### src/rtl/row_page_scheduler_if.sv
// row_page_scheduler_if
// Groups the scheduler's bus signals.
//   byteReady/byteData : UART receive strobe and byte
//   charAddress        : text engine char index, [5:4] row, [3:0] column
//   srcChars           : packed source characters, source s at [8s+7:8s]
//   charOutput         : selected character (registered)
//   activeSrc          : source index of the last lookup
//   page/rotateEn      : current page and auto-rotation state
// master = the side driving inputs (text engine / UART), slave = the scheduler.
interface row_page_scheduler_if #(
  parameter int NUM_SRC = 4
);
  logic                   byteReady;
  logic [7:0]             byteData;
  logic [5:0]             charAddress;
  logic [8*NUM_SRC-1:0]   srcChars;
  logic [7:0]             charOutput;
  logic [1:0]             activeSrc;
  logic [1:0]             page;
  logic                   rotateEn;

  modport master (
    output byteReady, byteData, charAddress, srcChars,
    input  charOutput, activeSrc, page, rotateEn
  );

  modport slave (
    input  byteReady, byteData, charAddress, srcChars,
    output charOutput, activeSrc, page, rotateEn
  );
endinterface

### src/rtl/row_page_scheduler.sv
// row_page_scheduler
// Selects which character source drives each of the four OLED text rows.
// A page table maps (page,row) to a source; pages auto-rotate on a timer and
// UART commands remap rows ('R' row src), select a page ('P' n) or toggle
// rotation ('H').
// Ports:
//   clk   : system clock
//   rstN  : asynchronous active-low reset
//   bus   : row_page_scheduler_if.slave (UART bytes, char lookup, status)
// Optional build macro PAGE_INDICATOR_EN: row 0 column 15 shows '0'+page.
module row_page_scheduler #(
  parameter int NUM_SRC       = 4,
  parameter int NUM_PAGES     = 2,
  parameter int ROTATE_TICKS  = 27000000,
  parameter int PARSE_TIMEOUT = 2700000
) (
  input  logic                  clk,
  input  logic                  rstN,
  row_page_scheduler_if.slave   bus
);

  localparam int ROT_W = ($clog2(ROTATE_TICKS) > 0) ? $clog2(ROTATE_TICKS) : 1;
  localparam int TO_W  = ($clog2(PARSE_TIMEOUT) > 0) ? $clog2(PARSE_TIMEOUT) : 1;
  localparam logic [ROT_W-1:0] ROT_LAST = ROT_W'(ROTATE_TICKS - 1);
  localparam logic [TO_W-1:0]  TO_LAST  = TO_W'(PARSE_TIMEOUT - 1);

  localparam logic [1:0] ST_IDLE     = 2'd0;
  localparam logic [1:0] ST_GET_ROW  = 2'd1;
  localparam logic [1:0] ST_GET_SRC  = 2'd2;
  localparam logic [1:0] ST_GET_PAGE = 2'd3;

  // Table is flattened to {page,row} so a 2-bit page always indexes in range.
  logic [1:0]        table_q [16];
  logic [1:0]        state_q, state_d;
  logic [1:0]        row_q, row_d;
  logic [1:0]        page_q, page_d;
  logic              rot_en_q, rot_en_d;
  logic [ROT_W-1:0]  rot_cnt_q, rot_cnt_d;
  logic [TO_W-1:0]   to_cnt_q, to_cnt_d;
  logic [7:0]        char_q;
  logic [1:0]        src_q;

  logic              wr_en_s;
  logic [1:0]        wr_src_s;
  logic              page_cmd_s;
  logic [1:0]        digit_s;
  logic              is_row_s, is_src_s, is_page_s;
  logic [1:0]        lk_src_s;
  logic [7:0]        lk_char_s;

  assign digit_s   = 2'(bus.byteData - 8'h30);
  assign is_row_s  = (bus.byteData >= 8'h30) && (bus.byteData <= 8'h33);
  assign is_src_s  = (bus.byteData >= 8'h30) && (bus.byteData <= 8'(8'h2F + NUM_SRC));
  assign is_page_s = (bus.byteData >= 8'h30) && (bus.byteData <= 8'(8'h2F + NUM_PAGES));

  // Command parser and inactivity timeout.
  always_comb begin
    state_d    = state_q;
    row_d      = row_q;
    rot_en_d   = rot_en_q;
    to_cnt_d   = to_cnt_q;
    wr_en_s    = 1'b0;
    wr_src_s   = 2'd0;
    page_cmd_s = 1'b0;
    if (bus.byteReady) begin
      to_cnt_d = '0;
      case (state_q)
        ST_IDLE: begin
          case (bus.byteData)
            8'h52:   state_d = ST_GET_ROW;
            8'h50:   state_d = ST_GET_PAGE;
            8'h48:   rot_en_d = ~rot_en_q;
            default: state_d = ST_IDLE;
          endcase
        end
        ST_GET_ROW: begin
          if (is_row_s) begin
            row_d   = digit_s;
            state_d = ST_GET_SRC;
          end else begin
            state_d = ST_IDLE;
          end
        end
        ST_GET_SRC: begin
          if (is_src_s) begin
            wr_en_s  = 1'b1;
            wr_src_s = digit_s;
          end else begin
            wr_en_s  = 1'b0;
          end
          state_d = ST_IDLE;
        end
        ST_GET_PAGE: begin
          if (is_page_s) begin
            page_cmd_s = 1'b1;
          end else begin
            page_cmd_s = 1'b0;
          end
          state_d = ST_IDLE;
        end
        default: state_d = ST_IDLE;
      endcase
    end else if (state_q != ST_IDLE) begin
      if (to_cnt_q == TO_LAST) begin
        state_d  = ST_IDLE;
        to_cnt_d = '0;
      end else begin
        to_cnt_d = to_cnt_q + 1'b1;
      end
    end else begin
      to_cnt_d = '0;
    end
  end

  // Page rotation; a 'P' commit overrides a coincident timer wrap.
  always_comb begin
    page_d    = page_q;
    rot_cnt_d = rot_cnt_q;
    if (page_cmd_s) begin
      page_d    = digit_s;
      rot_cnt_d = '0;
    end else if (rot_en_q) begin
      if (rot_cnt_q == ROT_LAST) begin
        rot_cnt_d = '0;
        page_d    = (page_q == 2'(NUM_PAGES - 1)) ? 2'd0 : page_q + 2'd1;
      end else begin
        rot_cnt_d = rot_cnt_q + 1'b1;
      end
    end else begin
      rot_cnt_d = rot_cnt_q;
    end
  end

  // Character lookup from the pre-edge page and table.
  always_comb begin
    lk_src_s  = table_q[{page_q, bus.charAddress[5:4]}];
    lk_char_s = 8'h20;
    for (int s = 0; s < NUM_SRC; s++) begin
      if (lk_src_s == 2'(s)) begin
        lk_char_s = bus.srcChars[8*s +: 8];
      end else begin
        lk_char_s = lk_char_s;
      end
    end
`ifdef PAGE_INDICATOR_EN
    if (bus.charAddress == 6'h0F) begin
      lk_char_s = 8'h30 + {6'd0, page_q};
    end else begin
      lk_char_s = lk_char_s;
    end
`endif
  end

  // Control state registers.
  always_ff @(posedge clk or negedge rstN) begin
    if (!rstN) begin
      state_q   <= ST_IDLE;
      row_q     <= 2'd0;
      page_q    <= 2'd0;
      rot_en_q  <= 1'b1;
      rot_cnt_q <= '0;
      to_cnt_q  <= '0;
      char_q    <= 8'h20;
      src_q     <= 2'd0;
    end else begin
      state_q   <= state_d;
      row_q     <= row_d;
      page_q    <= page_d;
      rot_en_q  <= rot_en_d;
      rot_cnt_q <= rot_cnt_d;
      to_cnt_q  <= to_cnt_d;
      char_q    <= lk_char_s;
      src_q     <= lk_src_s;
    end
  end

  // Page table; the write lands on the page current in the commit cycle.
  always_ff @(posedge clk or negedge rstN) begin
    if (!rstN) begin
      for (int i = 0; i < 16; i++) begin
        table_q[i] <= 2'(((i % 4) + (i / 4)) % NUM_SRC);
      end
    end else if (wr_en_s) begin
      table_q[{page_q, row_q}] <= wr_src_s;
    end else begin
      table_q <= table_q;
    end
  end

  assign bus.charOutput = char_q;
  assign bus.activeSrc  = src_q;
  assign bus.page       = page_q;
  assign bus.rotateEn   = rot_en_q;

endmodule

### src/flat_wrapper.sv
// flat-port wrapper written by rule: the top's interface ports become plain ports
module row_page_scheduler_flat 
#(
  parameter int NUM_SRC       = 4,
  parameter int NUM_PAGES     = 2,
  parameter int ROTATE_TICKS  = 27000000,
  parameter int PARSE_TIMEOUT = 2700000
)
  (clk, rstN, bus_byteReady, bus_byteData, bus_charAddress, bus_srcChars, bus_charOutput, bus_activeSrc, bus_page, bus_rotateEn);
  row_page_scheduler_if #(.NUM_SRC(NUM_SRC)) bus_i ();
  input  logic clk;
  input  logic rstN;
  input wire logic [$bits(bus_i.byteReady)-1:0] bus_byteReady;
  input wire logic [$bits(bus_i.byteData)-1:0] bus_byteData;
  input wire logic [$bits(bus_i.charAddress)-1:0] bus_charAddress;
  input wire logic [$bits(bus_i.srcChars)-1:0] bus_srcChars;
  output wire logic [$bits(bus_i.charOutput)-1:0] bus_charOutput;
  output wire logic [$bits(bus_i.activeSrc)-1:0] bus_activeSrc;
  output wire logic [$bits(bus_i.page)-1:0] bus_page;
  output wire logic [$bits(bus_i.rotateEn)-1:0] bus_rotateEn;
  assign bus_i.byteReady = bus_byteReady;
  assign bus_i.byteData = bus_byteData;
  assign bus_i.charAddress = bus_charAddress;
  assign bus_i.srcChars = bus_srcChars;
  assign bus_charOutput = bus_i.charOutput;
  assign bus_activeSrc = bus_i.activeSrc;
  assign bus_page = bus_i.page;
  assign bus_rotateEn = bus_i.rotateEn;
  row_page_scheduler #(.NUM_SRC(NUM_SRC), .NUM_PAGES(NUM_PAGES), .ROTATE_TICKS(ROTATE_TICKS), .PARSE_TIMEOUT(PARSE_TIMEOUT)) u_core (.clk(clk), .rstN(rstN), .bus(bus_i));
endmodule
### config.mk
export PLATFORM = sky130hd
export DESIGN_NAME = row_page_scheduler_flat
export DESIGN_NICKNAME = d
export VERILOG_FILES = /design/src/rtl/row_page_scheduler_if.sv /design/src/rtl/row_page_scheduler.sv /design/src/flat_wrapper.sv
export SDC_FILE = /design/constraint.sdc
export NUM_CORES = 1
export LEC_CHECK = 0
export BUFFER_PORTS_ARGS = -buffer_cell sky130_fd_sc_hd__buf_2
export CORE_MARGIN = 4
export CORE_UTILIZATION = 58
export CTS_CLUSTER_SIZE = 24
export DETAILED_ROUTE_END_ITERATION = 12
export PLACE_DENSITY_LB_ADDON = 0.12
export REMOVE_ABC_BUFFERS = 1
export SYNTH_ARGS = -nofsm -noshare
export SYNTH_HDL_FRONTEND = slang
export SYNTH_SLANG_ARGS = --single-unit
### constraint.sdc
create_clock -name clk -period 2.5 [get_ports clk]
set_input_delay 0.25 -clock clk [delete_from_list [all_inputs] [get_ports clk]]
set_output_delay 0.25 -clock clk [all_outputs]
set_load 0.05 [all_outputs]
After elaboration in Yosys (flattened, before gate mapping):

Index checks and enable logic that the tools add are counted.

* add/sub/neg operators: 4
* order comparisons: 6
* equal/unequal tests: 13
* muxes and demuxes: 35
* bitwise gates (word level): 3
* reduce and logical (&&, ||, !) cells: 15

Operators with widths (number)
* $mux W25: 3
* $mux W22: 3
* $bwmux W32: 1
* $mux W8: 4
* $mux W2: 14
* $add A25 B1 Y25 const B: 1
* $eq A25 B25 Y1 const B: 1
* $eq A8 B7 Y1 const B: 3
* $add A22 B1 Y22 const B: 1
* $eq A22 B22 Y1 const B: 1
* $le A8 B6 Y1 const B: 2
* $pmux W2 S3: 2
* $ge A5 B5 Y1 const B: 2
* $not A4 Y5: 2
* $reduce_bool A2 Y1: 5
* $reduce_and A3 Y1: 3
* $bmux W2 S4: 1
* $demux W2 S4: 1
* $eq A2 B2 Y1 const B: 4
* $ge A8 B6 Y1 const B: 1
* $eq A2 B1 Y1 const B: 3
* $mux W1: 6
* $lt A5 B1 Y1 const B: 1
* $logic_not A2 Y1: 2
* 7 further kinds: 9

* register bits after elaboration: 96
* input port bits: 49
* output and inout port bits: 13
* logic and storage cells: 100

Depth between registers and ports, before layout:

* depth after elaboration: 9
* depth in mapped cells: 7
* mapped depth without buffers: 6

Worst setup path after synthesis:

OpenSTA, ideal clock, no wires.

* kind: flip-flop to flip-flop
* start: register u_core.page_q[0] (netlist: u_core.bus.page[0])
* end: register u_core.char_q[6] (netlist: u_core.bus.charOutput[6])
* library setup time: 144 ps
* arrival time: 2220 ps
* required time: 2356 ps
* setup slack: 135 ps
* stages on the path, launching flop included: 7
* path buffers: 1
* period minus slack after synthesis: 2365 ps
* path through: dfrtp_1 > clkinv_1 > or3_1 > a41o_1 > clkbuf_1 > a31oi_1 > a32oi_1

* longest elaborated chain between the ends: 9
* elaborated cells between the ends (all ways): 12
* classes of those cells: eq/ne: 3; mux: 7; bitwise: 1; reduce/logical: 1

RTL lines
* from (decl): RTL line row_page_scheduler.sv:36 `logic [1:0] page_q, page_d;`
* from (signal assigned): RTL line row_page_scheduler.sv:168 `page_q <= page_d;`
* $not A4 Y5 (not written as such) (*): RTL line row_page_scheduler.sv:136 `lk_src_s = table_q[{page_q, bus.charAddress[5:4]}];`
* $bmux W2 S4 (*): RTL line row_page_scheduler.sv:136
* $mux W2 (not written as such) (*) (2 in series): RTL line row_page_scheduler.sv:136
* $logic_not A2 Y1: RTL line row_page_scheduler.sv:139 `if (lk_src_s == 2'(s)) begin`
* $mux W8 (3 in series): RTL line row_page_scheduler.sv:139
* $mux W8 (*): RTL line row_page_scheduler.sv:139
* named net u_core.lk_char_s[6]: RTL line row_page_scheduler.sv:49 `logic [7:0] lk_char_s;`
* to (signal assigned): RTL line row_page_scheduler.sv:172 `char_q <= lk_char_s;`
* to (decl): RTL line row_page_scheduler.sv:40 `logic [7:0] char_q;`

Mark *: on every way through the listed nets, which the timed path passes. The rest lies on a longest branch. The select of a mux whose other input is x is not followed.
A chain may end at the register's enable or synchronous reset.

Final worst setup path:

* start: register u_core.rot_cnt_q[21]
* end: register u_core.page_q[0] (netlist: u_core.bus.page[0])

* longest elaborated chain between the ends: 3

RTL lines
* from (decl): RTL line row_page_scheduler.sv:38 `logic [ROT_W-1:0] rot_cnt_q, rot_cnt_d;`
* from (signal assigned): RTL line row_page_scheduler.sv:170 `rot_cnt_q <= rot_cnt_d;`
* $eq A25 B25 Y1: RTL line row_page_scheduler.sv:123 `if (rot_cnt_q == ROT_LAST) begin`
* $reduce_bool A2 Y1 (no source line)
* $reduce_and A2 Y1 (no source line)

Every way passes these cells.

==> flow_results.org <==
** Timing
- Setup violations remaining at the end of the flow were counted as 0.
- The worst pin sits at a relative slew slack of 0.541.
- Final Hold Fails :: 0
- Final hold analysis gives a worst-case slack of around 0.12 ns.
- For the pin with the worst max-slew slack, the measured transition is slightly below 0.7 ns.
- Final period util :: 0.915
- Setup TNS Final :: 0 ns
- Final critical-path required period :: approximately 2.3 ns
- Setup repair after global routing missed its margin :: false
- Clk_skew :: approximately 0.016 ns
- Count of pins over their slew limit :: 0
- For this run, the top clock speed supported by timing is 437 MHz.

** Floorplan
- Number of I/O pins :: 62
- The die covers 10100 µm².
- The floorplan step set the die height to 101 µm.
- The total area inside the core boundary comes to 8300 µm².
- Initial Utilization :: 0.600
- Width of the die :: 101 µm
- Number of core rows :: 33

** Finish
- The finished layout holds 644 standard cells, fillers aside.
- The final layout contains about 590 nets.
- Final design area excluding fillers :: roughly 5700 µm²
- Relative to the synthesized area, the layout overhead comes to 13.7%.
- Core occupancy in the finished layout :: 0.682
- Fraction of layout instances using a drive strength above 1 :: 0.291
- The number of antenna diodes in the final layout is 0.

** CTS
- The cell sitting at the root of the clock tree is a sky130_fd_sc_hd__clkbuf_8.
- Clk Latency, worst-skew pair :: 0.36 ns
- Clock tree from TritonCTS :: done
- CTS H-Tree Depth :: 3
- The longest clock path from root to sink contains 2 buffers.
- Number of buffers created by CTS :: 9
- After clock tree synthesis, the clock-pin slew on the worst setup and hold paths is 0.09 ns.
- TritonCTS Sinks :: 96

** Yosys
- Of all flip-flops after synthesis, the portion carrying an async set or reset was 1.00.
- Number of unique standard cell types used by synthesis :: 58
- Of the total synthesized cell area, the portion taken by full adders, half adders and majority gates is 0.00503.
- The cell area that synthesis handed to floorplanning was approximately 5000 µm².
- The share of synthesized area in the top cell type comes to 0.392.
- Top flip-flop cell by instance count after synthesis :: sky130_fd_sc_hd__dfrtp_1
- XOR/XNOR share of the synthesized area :: 0.0669
- Number of enable-type register cells in the synthesized netlist :: 0
- Syn Inst Count :: 473
- Library cell with the largest summed area after synthesis :: sky130_fd_sc_hd__dfrtp_1
- Multiplexer share of the synthesized area :: 0.120
- The average instance in the mapped netlist occupies 10.5 µm².
- The compound-cell area share of the yosys netlist is 0.0860.
- After synthesis, the largest family of logic cells by area is simple AND/OR/NAND/NOR gates.
- Counting flops and latches in the post-synthesis netlist gives 96.
- Of the total synthesized cell area, the portion taken by AND, OR, NAND and NOR gates is 0.204.
- Share of the yosys chip area belonging to registers :: 0.487
- Sorting the synthesized cells by area gives the leading types as sky130_fd_sc_hd__dfrtp_1, sky130_fd_sc_hd__dfstp_2, sky130_fd_sc_hd__mux2_2.
- The Yosys step of the flow raised 0 warnings.

** Run
- The tool flagged a number of max-cap violations equal to 0.

** Placement
- Placer congestion estimate :: between 0.8 and 0.9
- Summed over all nets, the half-perimeter wirelength after detailed placement is 7.46 mm.
- Dpl cells :: 627
- Area post-placement :: 5420 µm²
- Buffers added on ports :: 57

** Pwr
- Power density of the placed cells :: approximately 540 nW/µm²
- Static Leakage :: 0.00245 µW
- Maximum vdd drop :: 0.000281 V

** Critical path
- The critical path is of the reg -> reg type.
- Critical Path Sink Type :: flop
- STA puts the critical path data required time at about 2.8 ns.
- The worst setup path is launched from a flop.
- Depth of the worst register-to-register path :: 5
- In this run the worst path has a maximum fanout of 5.
- Data on the critical path arrives at its endpoint at 2.56 ns.

** Min path
- Class of the most critical hold timing path :: in -> reg
- Cell count of the worst hold path :: 3

** Routing
- Wires add up to 10.5 mm.
- Total vias in the final route :: around 3800
- Number of iterations in the first detailed-routing pass :: 4
- Routed wirelength normalized by instance count :: around 16 µm
- After detailed routing, the number of remaining DRC violations is 0.
- Vias per cell :: 5.87
- Number of routed nets with antenna violations :: 0
- The first routing iteration left 136 violations.

** GRT
- Number of antenna violations at the first check in global routing :: 0
- The number of global-route vias before repair came to 3784.
- For this run, the total global-route usage over all layers was measured as 0.219.
- The first global-routing pass estimated around 18 mm of wire.
- The total overflow left after global routing is 0.
- Maximum number of pins on one net before global-route repair :: 60

** Outcome
- Run status :: completed
[registers in the layout, indices dropped and copies added (netlist names)]
register               cells
u_core.to_cnt_q           22
u_core.bus.rotateEn        1
u_core.row_q               2
u_core.rot_cnt_q          25
u_core.state_q             2
u_core.bus.charOutput      8
u_core.table_q            32
u_core.bus.activeSrc       2
u_core.bus.page            2
[power breakdown]
| part | total, µW | internal (µW) | switching [µW] |
|---|---|---|---|
| Combinational | 271 | 91.0 | 180 |
| Sequential | 1630 | 1600 | 37.4 |
| Clock | 1150 | 623 | 529 |
| Total | 3060 | 2310 | 746 |
[stage by stage]
step / setup WS [ns] / total power, µW
global placement: 0.248 / 1920
detailed placement: 0.239 / 1930
global route: 0.0395 / 3190
finish: 0.213 / 3060
CTS: 0.204 / 3090
floorplan: 0.110 / 1800
[worst paths after layout]
check | startpoint | endpoint | slack, ns
setup / recovery | u_core.rot_cnt_q[21]$_DFFE_PN0P_ | u_core.bus.page[0]$_DFFE_PN0P_ | 0.21
min in group asynchronous | rstN | u_core.to_cnt_q[15]$_DFF_PN0_ | 0.39
max in group asynchronous | rstN | u_core.table_q[2]$_DFFE_PN1P_ | 1.38
setup reg to reg | u_core.rot_cnt_q[21]$_DFFE_PN0P_ | u_core.bus.page[0]$_DFFE_PN0P_ | 0.21
hold reg to reg | u_core.to_cnt_q[0]$_DFF_PN0_ | u_core.to_cnt_q[0]$_DFF_PN0_ | 0.51
hold / removal | bus_srcChars[5] | u_core.bus.charOutput[5]$_DFF_PN1_ | 0.12
[cell usage in the layout (no fill, tap or decap), types with 3 or more instances in the layout]
cell,Yosys,layout
sky130_fd_sc_hd__dfstp_2,18,18
sky130_fd_sc_hd__clkbuf_8,0,11
sky130_fd_sc_hd__or3_1,6,6
sky130_fd_sc_hd__a21oi_1,4,4
sky130_fd_sc_hd__o21ai_0,20,20
sky130_fd_sc_hd__nand3_1,31,31
sky130_fd_sc_hd__xor2_1,11,11
sky130_fd_sc_hd__mux2_2,34,34
sky130_fd_sc_hd__and4_1,3,3
sky130_fd_sc_hd__nand4b_1,3,3
sky130_fd_sc_hd__nor2_1,59,59
sky130_fd_sc_hd__xnor2_1,27,27
sky130_fd_sc_hd__buf_4,0,14
sky130_fd_sc_hd__or2_2,5,5
sky130_fd_sc_hd__inv_1,14,14
sky130_fd_sc_hd__nand2_1,22,22
sky130_fd_sc_hd__mux2i_1,7,7
sky130_fd_sc_hd__and3_1,7,7
sky130_fd_sc_hd__nor4_1,9,9
sky130_fd_sc_hd__a41o_1,3,3
sky130_fd_sc_hd__nand2b_1,5,5
sky130_fd_sc_hd__a32oi_1,8,8
sky130_fd_sc_hd__a31oi_1,10,10
sky130_fd_sc_hd__nand4_1,12,12
sky130_fd_sc_hd__dfrtp_1,78,78
sky130_fd_sc_hd__mux4_2,6,6
sky130_fd_sc_hd__buf_2,4,56
sky130_fd_sc_hd__nor3_1,14,14
[what timing repair did]
item,CTS,global route
hold buffers,1,0
endpoints found under the hold margin,36,0
buffers inserted,0,0
resized for setup,0,0
[worst max-delay path, stage by stage (launching register included)]
cell	delay, ns
sky130_fd_sc_hd__dfrtp_1	0.43
sky130_fd_sc_hd__or4_1	0.51
sky130_fd_sc_hd__or4_4	0.52
sky130_fd_sc_hd__or4_1	0.46
sky130_fd_sc_hd__xnor2_1	0.15
sky130_fd_sc_hd__a21oi_1	0.14
[cells by family after synthesis]
logic type,Yosys count
AOI/OAI and AO/OA,59
xor gates and xnor gates,38
adders and majority gates,2
buffers and inverters,37
DFF,96
muxes,48
and+or+nand+nor,193
[cells in the mapped netlist, drive strengths merged, types with 6 or more instances]
cell and n:
mux2i 7, or3 6, nor4 10, dfrtp 78, xnor2 27, dfstp 18
nor3 14, nand2 22, nand4 12, a32oi 8, nor2 59, clkbuf 17
xor2 11, mux2 35, o21ai 21, mux4 6, nand3 31, and3 7
a31oi 10, inv 14
[cell type report]
type	count	area, µm²
timing repair buffer	72	415
fill	625	2640
clock buffer	12	155
sequential	96	2420
clock inverter	4	76.3
inverter	15	56.3
multi-input combinational	340	2400
tap	105	131
[per-layer routing]
layer	vias up	share of wire	GRT usage
li1	1831	-	-
met1	1879	0.46	0.307
met2	60	0.49	0.352
met3	8	0.034	0.0429
met4	0	0.0093	0.0539
met5	-	0	0
(Power assumes the default switching activity.)
